===== src/rtl/ad5542_spi_rx_if.sv =====
// Signal bundle between an AD5542-style SPI write port and the word consumer.
// master: drives the SPI pins and rx_ready; slave: the receiver.
interface ad5542_spi_rx_if #(
    parameter int DATA_W = 16
) ();
    logic              spi_clk;
    logic              spi_cs_n;
    logic              spi_din;
    logic [DATA_W-1:0] rx_data;
    logic              rx_valid;
    logic              rx_ready;
    logic              rx_frame_err;
    logic              rx_ovf;

    modport master (
        output spi_clk, spi_cs_n, spi_din, rx_ready,
        input  rx_data, rx_valid, rx_frame_err, rx_ovf
    );

    modport slave (
        input  spi_clk, spi_cs_n, spi_din, rx_ready,
        output rx_data, rx_valid, rx_frame_err, rx_ovf
    );
endinterface


===== src/rtl/ad5542_spi_rx.sv =====
// Oversampling SPI write-port receiver (SCLK idle high, MSB first, DATA_W-bit frames).
// Define AD5542_SPI_RX_FRAME_CNT_EN to add the rx_frame_cnt good-frame counter port.
//
// state     | meaning
// WAIT_IDLE | after reset, wait for CS_N high so a frame in flight is ignored
// IDLE      | CS_N high, waiting for CS_N fall
// RECV      | CS_N low, shifting on SCLK rise; frame judged on CS_N rise
module ad5542_spi_rx #(
    parameter int DATA_W      = 16,
    parameter int SYNC_STAGES = 2
) (
    input  logic             clk,
    input  logic             rst,
    ad5542_spi_rx_if.slave   bus
`ifdef AD5542_SPI_RX_FRAME_CNT_EN
    ,
    output logic [15:0]      rx_frame_cnt
`endif
);
    localparam int CNT_W = $clog2(DATA_W + 2);
    localparam logic [CNT_W-1:0] CNT_FULL = CNT_W'(DATA_W);
    localparam logic [CNT_W-1:0] CNT_SAT  = CNT_W'(DATA_W + 1);

    typedef enum logic [1:0] {WAIT_IDLE, IDLE, RECV} state_t;

    state_t state, state_nxt;

    logic [SYNC_STAGES-1:0] sclk_sync, cs_sync, din_sync;
    logic                   sclk_q, cs_q;
    logic                   sclk_s, cs_s, din_s;
    logic                   sclk_rise, cs_rise, cs_fall;

    logic [DATA_W-1:0] shift, shift_nxt;
    logic [CNT_W-1:0]  cnt, cnt_nxt;
    logic [DATA_W-1:0] data_nxt;
    logic              valid_nxt, err_nxt, ovf_nxt, good_frame;

    assign sclk_s    = sclk_sync[SYNC_STAGES-1];
    assign cs_s      = cs_sync[SYNC_STAGES-1];
    assign din_s     = din_sync[SYNC_STAGES-1];
    assign sclk_rise = sclk_s & ~sclk_q;
    assign cs_rise   = cs_s & ~cs_q;
    assign cs_fall   = ~cs_s & cs_q;

    // CS_N chain resets low so WAIT_IDLE only leaves on a genuinely high pin.
    always_ff @(posedge clk or posedge rst) begin
        if (rst) begin
            sclk_sync <= '1;
            cs_sync   <= '0;
            din_sync  <= '0;
            sclk_q    <= 1'b1;
            cs_q      <= 1'b0;
        end else begin
            sclk_sync <= {sclk_sync[SYNC_STAGES-2:0], bus.spi_clk};
            cs_sync   <= {cs_sync[SYNC_STAGES-2:0], bus.spi_cs_n};
            din_sync  <= {din_sync[SYNC_STAGES-2:0], bus.spi_din};
            sclk_q    <= sclk_s;
            cs_q      <= cs_s;
        end
    end

    always_ff @(posedge clk or posedge rst) begin
        if (rst) begin
            state            <= WAIT_IDLE;
            shift            <= '0;
            cnt              <= '0;
            bus.rx_data      <= '0;
            bus.rx_valid     <= 1'b0;
            bus.rx_frame_err <= 1'b0;
            bus.rx_ovf       <= 1'b0;
        end else begin
            state            <= state_nxt;
            shift            <= shift_nxt;
            cnt              <= cnt_nxt;
            bus.rx_data      <= data_nxt;
            bus.rx_valid     <= valid_nxt;
            bus.rx_frame_err <= err_nxt;
            bus.rx_ovf       <= ovf_nxt;
        end
    end

    always_comb begin
        state_nxt  = state;
        shift_nxt  = shift;
        cnt_nxt    = cnt;
        data_nxt   = bus.rx_data;
        valid_nxt  = bus.rx_valid & ~bus.rx_ready;
        err_nxt    = 1'b0;
        ovf_nxt    = 1'b0;
        good_frame = 1'b0;
        case (state)
            WAIT_IDLE: begin
                if (cs_s)
                    state_nxt = IDLE;
            end
            IDLE: begin
                if (cs_fall) begin
                    state_nxt = RECV;
                    shift_nxt = '0;
                    cnt_nxt   = '0;
                end
            end
            RECV: begin
                // A SCLK rise coincident with the CS_N rise still belongs to this frame.
                if (sclk_rise) begin
                    shift_nxt = {shift[DATA_W-2:0], din_s};
                    if (cnt != CNT_SAT)
                        cnt_nxt = cnt + 1'b1;
                end
                if (cs_rise) begin
                    state_nxt = IDLE;
                    if (cnt_nxt == CNT_FULL) begin
                        good_frame = 1'b1;
                        if (!bus.rx_valid || bus.rx_ready) begin
                            data_nxt  = shift_nxt;
                            valid_nxt = 1'b1;
                        end else begin
                            ovf_nxt = 1'b1;
                        end
                    end else begin
                        err_nxt = 1'b1;
                    end
                end
            end
            default: state_nxt = WAIT_IDLE;
        endcase
    end

`ifdef AD5542_SPI_RX_FRAME_CNT_EN
    always_ff @(posedge clk or posedge rst) begin
        if (rst)
            rx_frame_cnt <= '0;
        else if (good_frame)
            rx_frame_cnt <= rx_frame_cnt + 16'd1;
    end
`else
    logic unused_good;
    assign unused_good = good_frame;
`endif
endmodule


===== src/flat_wrapper.sv =====
// flat-port wrapper written by rule: the top's interface ports become plain ports
module ad5542_spi_rx_flat 
#(
    parameter int DATA_W      = 16,
    parameter int SYNC_STAGES = 2
)
  (clk, rst, bus_spi_clk, bus_spi_cs_n, bus_spi_din, bus_rx_ready, bus_rx_data, bus_rx_valid, bus_rx_frame_err, bus_rx_ovf);
  ad5542_spi_rx_if #(.DATA_W(DATA_W)) bus_i ();
  input  logic clk;
  input  logic rst;
  input wire logic [$bits(bus_i.spi_clk)-1:0] bus_spi_clk;
  input wire logic [$bits(bus_i.spi_cs_n)-1:0] bus_spi_cs_n;
  input wire logic [$bits(bus_i.spi_din)-1:0] bus_spi_din;
  input wire logic [$bits(bus_i.rx_ready)-1:0] bus_rx_ready;
  output wire logic [$bits(bus_i.rx_data)-1:0] bus_rx_data;
  output wire logic [$bits(bus_i.rx_valid)-1:0] bus_rx_valid;
  output wire logic [$bits(bus_i.rx_frame_err)-1:0] bus_rx_frame_err;
  output wire logic [$bits(bus_i.rx_ovf)-1:0] bus_rx_ovf;
  assign bus_i.spi_clk = bus_spi_clk;
  assign bus_i.spi_cs_n = bus_spi_cs_n;
  assign bus_i.spi_din = bus_spi_din;
  assign bus_i.rx_ready = bus_rx_ready;
  assign bus_rx_data = bus_i.rx_data;
  assign bus_rx_valid = bus_i.rx_valid;
  assign bus_rx_frame_err = bus_i.rx_frame_err;
  assign bus_rx_ovf = bus_i.rx_ovf;
  ad5542_spi_rx #(.DATA_W(DATA_W), .SYNC_STAGES(SYNC_STAGES)) u_core (.clk(clk), .rst(rst), .bus(bus_i));
endmodule

===== config.mk =====
export PLATFORM = sky130hd
export DESIGN_NAME = ad5542_spi_rx_flat
export DESIGN_NICKNAME = d
export VERILOG_FILES = /design/src/rtl/ad5542_spi_rx_if.sv /design/src/rtl/ad5542_spi_rx.sv /design/src/flat_wrapper.sv
export SDC_FILE = /design/constraint.sdc
export NUM_CORES = 1
export LEC_CHECK = 0
export ABC_AREA = 1
export BUFFER_PORTS_ARGS = -buffer_cell sky130_fd_sc_hd__buf_2
export CAP_MARGIN = 30
export CORE_UTILIZATION = 50
export CTS_CLUSTER_DIAMETER = 200
export DETAILED_ROUTE_END_ITERATION = 10
export HOLD_SLACK_MARGIN = 0.08
export PLACE_DENSITY = 0.79
export SYNTH_ARGS = -nofsm -noshare
export SYNTH_HDL_FRONTEND = slang
export SYNTH_SLANG_ARGS = --single-unit

===== constraint.sdc =====
create_clock -name clk -period 3.5 [get_ports clk]
set_input_delay 0.525 -clock clk [delete_from_list [all_inputs] [get_ports clk]]
set_output_delay 0.525 -clock clk [all_outputs]
set_load 0.05 [all_outputs]

==> out/qor.yml <==
status: "complete, no violations"
core_area_sq_um: 4320
synth_nets: 267
timing.slew.headroom: 0.544
dieHeight_um: 69
dr.pass1.iters: 4
start_util: 0.519
fin_worst_skew_ps: 7.84
crit_fanout: 34
cp_slowest_stage_delay_ps: 590
finalPower_mw: 1.18
grt_pass1_wl_mm: 6.80
critPathRequiredTime_ps: 3690
cts_root_buf: "clkbuf_8"
io_buffers: 24
dr.first_iter.drc_count: 151
path_class: "reg -> reg"
via_count: 1725
power.density_nw_per_um2: 473
yosys_warnings: 0
drtAntennaViolNets: 0
n_fill_cell: 386
critPathLaunchType: "flop"
antenna_found_initial: 0
routed_via_density: 5.15
worstSkewPairLatency_ps: 300
p_sw_frac: 0.291
grt_pass1_vias: 1574
io_pins: 25
cts.htree.levels: 2
fin_crit_sh: 0.596
rsz0062_at_grt: "no"
cp-end-kind: "flop"
peakVddDrop_uv: 269
maxSlewViolCount: 0
cts.sinks: 50
power_frac_comb: 0.169
p_seq_frac: 0.561
drc: 0
mostFrequentLayoutCells: "nand2_1, dfrtp_1, inv_1"
nNetsFinal: 290
setup_viol: 0
cts_tree: "yes"
netlist_area_sq_um: 2240
syn_avg_cell_area_sq_um: 8.67
p_leak_nw: 1.32
max_freq_mhz: 480
drive_gt1_frac: 0.177
routed_wl_mm: 4.02
synth-seq-area-share: 0.559
p_sw_uw: 342
diodes: 0
die-area_sq_um: 4760
ctsResizeCount: 0
worst-path-buf-inv: 0
synthArstFlopShare: 1.00
path_cells: "nand2_2, nor2_1, nand2_1, nand2_1, nand2_2, nor2_8, nand2_4, nand2_1, nand2_1"
rows: 24
worstMarginPinSlew_ps: 683
min_period_ps: 2090
post_drt_wl_per_cell_um: 12.0
numCtsBuffers: 5
p_int_uw: 835
ys.flop_type: "dfrtp_1"
dp_hpwl_mm: 2.72
grt_overflow: 0
grt_max_degree: 39
ff_latch_area_sq_um: 1250
clkTransAtPathRegs_ps: 90
ys_types: 23
crit_slowest_cell: "dfstp_2"
synth-edff-count: 0
layout_commonest_cell: "nand2_1"
drv_cap: 0
hold_path.class: "in -> async"
setup_tns_ps: 0
finalHoldViolations: 0
hold_buffers: 0
multiInputGateArea_sq_um: 793
gp_congestion: 0.788
ys_seq_elements: 50
fin_util: 0.575
post_cts_buffers: 0
syn2layout_area_growth_pct: 10.8
cp.arrival_ps: 2280
cpMostUsedCell: "nand2_1"
clk_path_buf_depth: 2
die_x_um: 69
path_delay_family: "simple AND/OR/NAND/NOR gates"
p_clk_frac: 0.270
syn_inst: 259
grtUsageTotal: 0.183
## worst reg2reg max path, stage by stage (launching register included)
cell     delay, ps
dfstp_2        590
nand2_2        330
nor2_1         200
nand2_1         60
nand2_1        100
nand2_2        100
nor2_8         270
nand2_4        180
nand2_1        100
nand2_1         60
## flip-flops by register name (all words and copies together), names as in the netlist
register,flops
u_core.bus.rx_data,16
u_core.bus.rx_frame_err,1
u_core.bus.rx_ovf,1
u_core.bus.rx_valid,1
u_core.cnt,5
u_core.cs_q,1
u_core.cs_sync,2
u_core.din_sync,2
u_core.sclk_q,1
u_core.sclk_sync,2
u_core.shift,16
u_core.state,2
## stage by stage
stage / setup slack (ps) / hold slack [ps] / cell area, sq um / std cells
after CTS: 1430 / 146 / 2490 / 335
after global routing: 1220 / 167 / 2490 / 335
final: 1410 / 148 / 2490 / 335
after floorplan: 1780 / 331 / 2240 / 259
after detailed placement: 1450 / 340 / 2400 / 327
after global placement: 1510 / 332 / 2380 / 326
## layout make-up
cell class | instances | share of cell area
clock buffer | 7 | 0.0307
clock inverter | 1 | 0.00302
inverter | 38 | 0.0573
multi-input combinational | 161 | 0.319
sequential | 50 | 0.505
tap | 52 | 0.0262
timing repair buffer | 26 | 0.0594
## cell families (layout without fill, tap and decap cells)
group                    count (synthesis)  count (layout)  share of synthesized area
AND/OR/NAND/NOR                        119             119                      0.246
flip-flops                              50              50                      0.559
buffers and inverters                   48              72                     0.0875
AO/OA/AOI/OAI                           40              40                     0.0964
adder cells (fa/ha/maj)                  2               2                     0.0111
## layer usage
layer,routed length [um],track usage,share of wire,up-vias
li1,-,-,-,864
met1,1780,0.227,0.44,813
met2,1990,0.306,0.49,40
met3,167,0.0395,0.042,8
met4,87,0.0816,0.022,0
met5,0,0,0,-
## Yosys cell counts, types with 2 or more instances
master | instances | area, sq um
nor2_1 | 7 | 26.3
nand4_1 | 2 | 12.5
nor2_4 | 2 | 22.5
nand2_1 | 76 | 285
nand2_2 | 3 | 18.8
ha_1 | 2 | 25.0
dfrtp_1 | 47 | 1180
o22ai_1 | 10 | 62.6
nand3_1 | 23 | 115
inv_1 | 35 | 131
dfstp_2 | 3 | 78.8
o21ai_0 | 28 | 140
nor2_2 | 2 | 12.5
inv_2 | 3 | 11.3
clkbuf_1 | 7 | 26.3
buf_6 | 2 | 22.5
## final timing paths
path / startpoint / endpoint / slack (ps) / depth (start not counted)
max reg2reg: u_core.sclk_sync[1] / u_core.bus.rx_data[9] / 1410 / 9
max: u_core.sclk_sync[1] / u_core.bus.rx_data[9] / 1410 / 9
min: rst / u_core.bus.rx_ovf / 150 / 2
min in group clk: bus_spi_clk / u_core.sclk_sync[0] / 320 / 1
max in group asynchronous: rst / u_core.sclk_q / 2820 / 3
min reg2reg: u_core.din_sync[0] / u_core.din_sync[1] / 350 / 0
## power groups by stage
stage,registers [mW],logic (mW),clock network [mW]
global placement,0.669,0.190,0
floorplan,0.665,0.160,0
finish,0.660,0.199,0.317
detailed placement,0.671,0.199,0
CTS,0.660,0.201,0.329
global route,0.667,0.229,0.352
(Power assumes the default switching activity.)
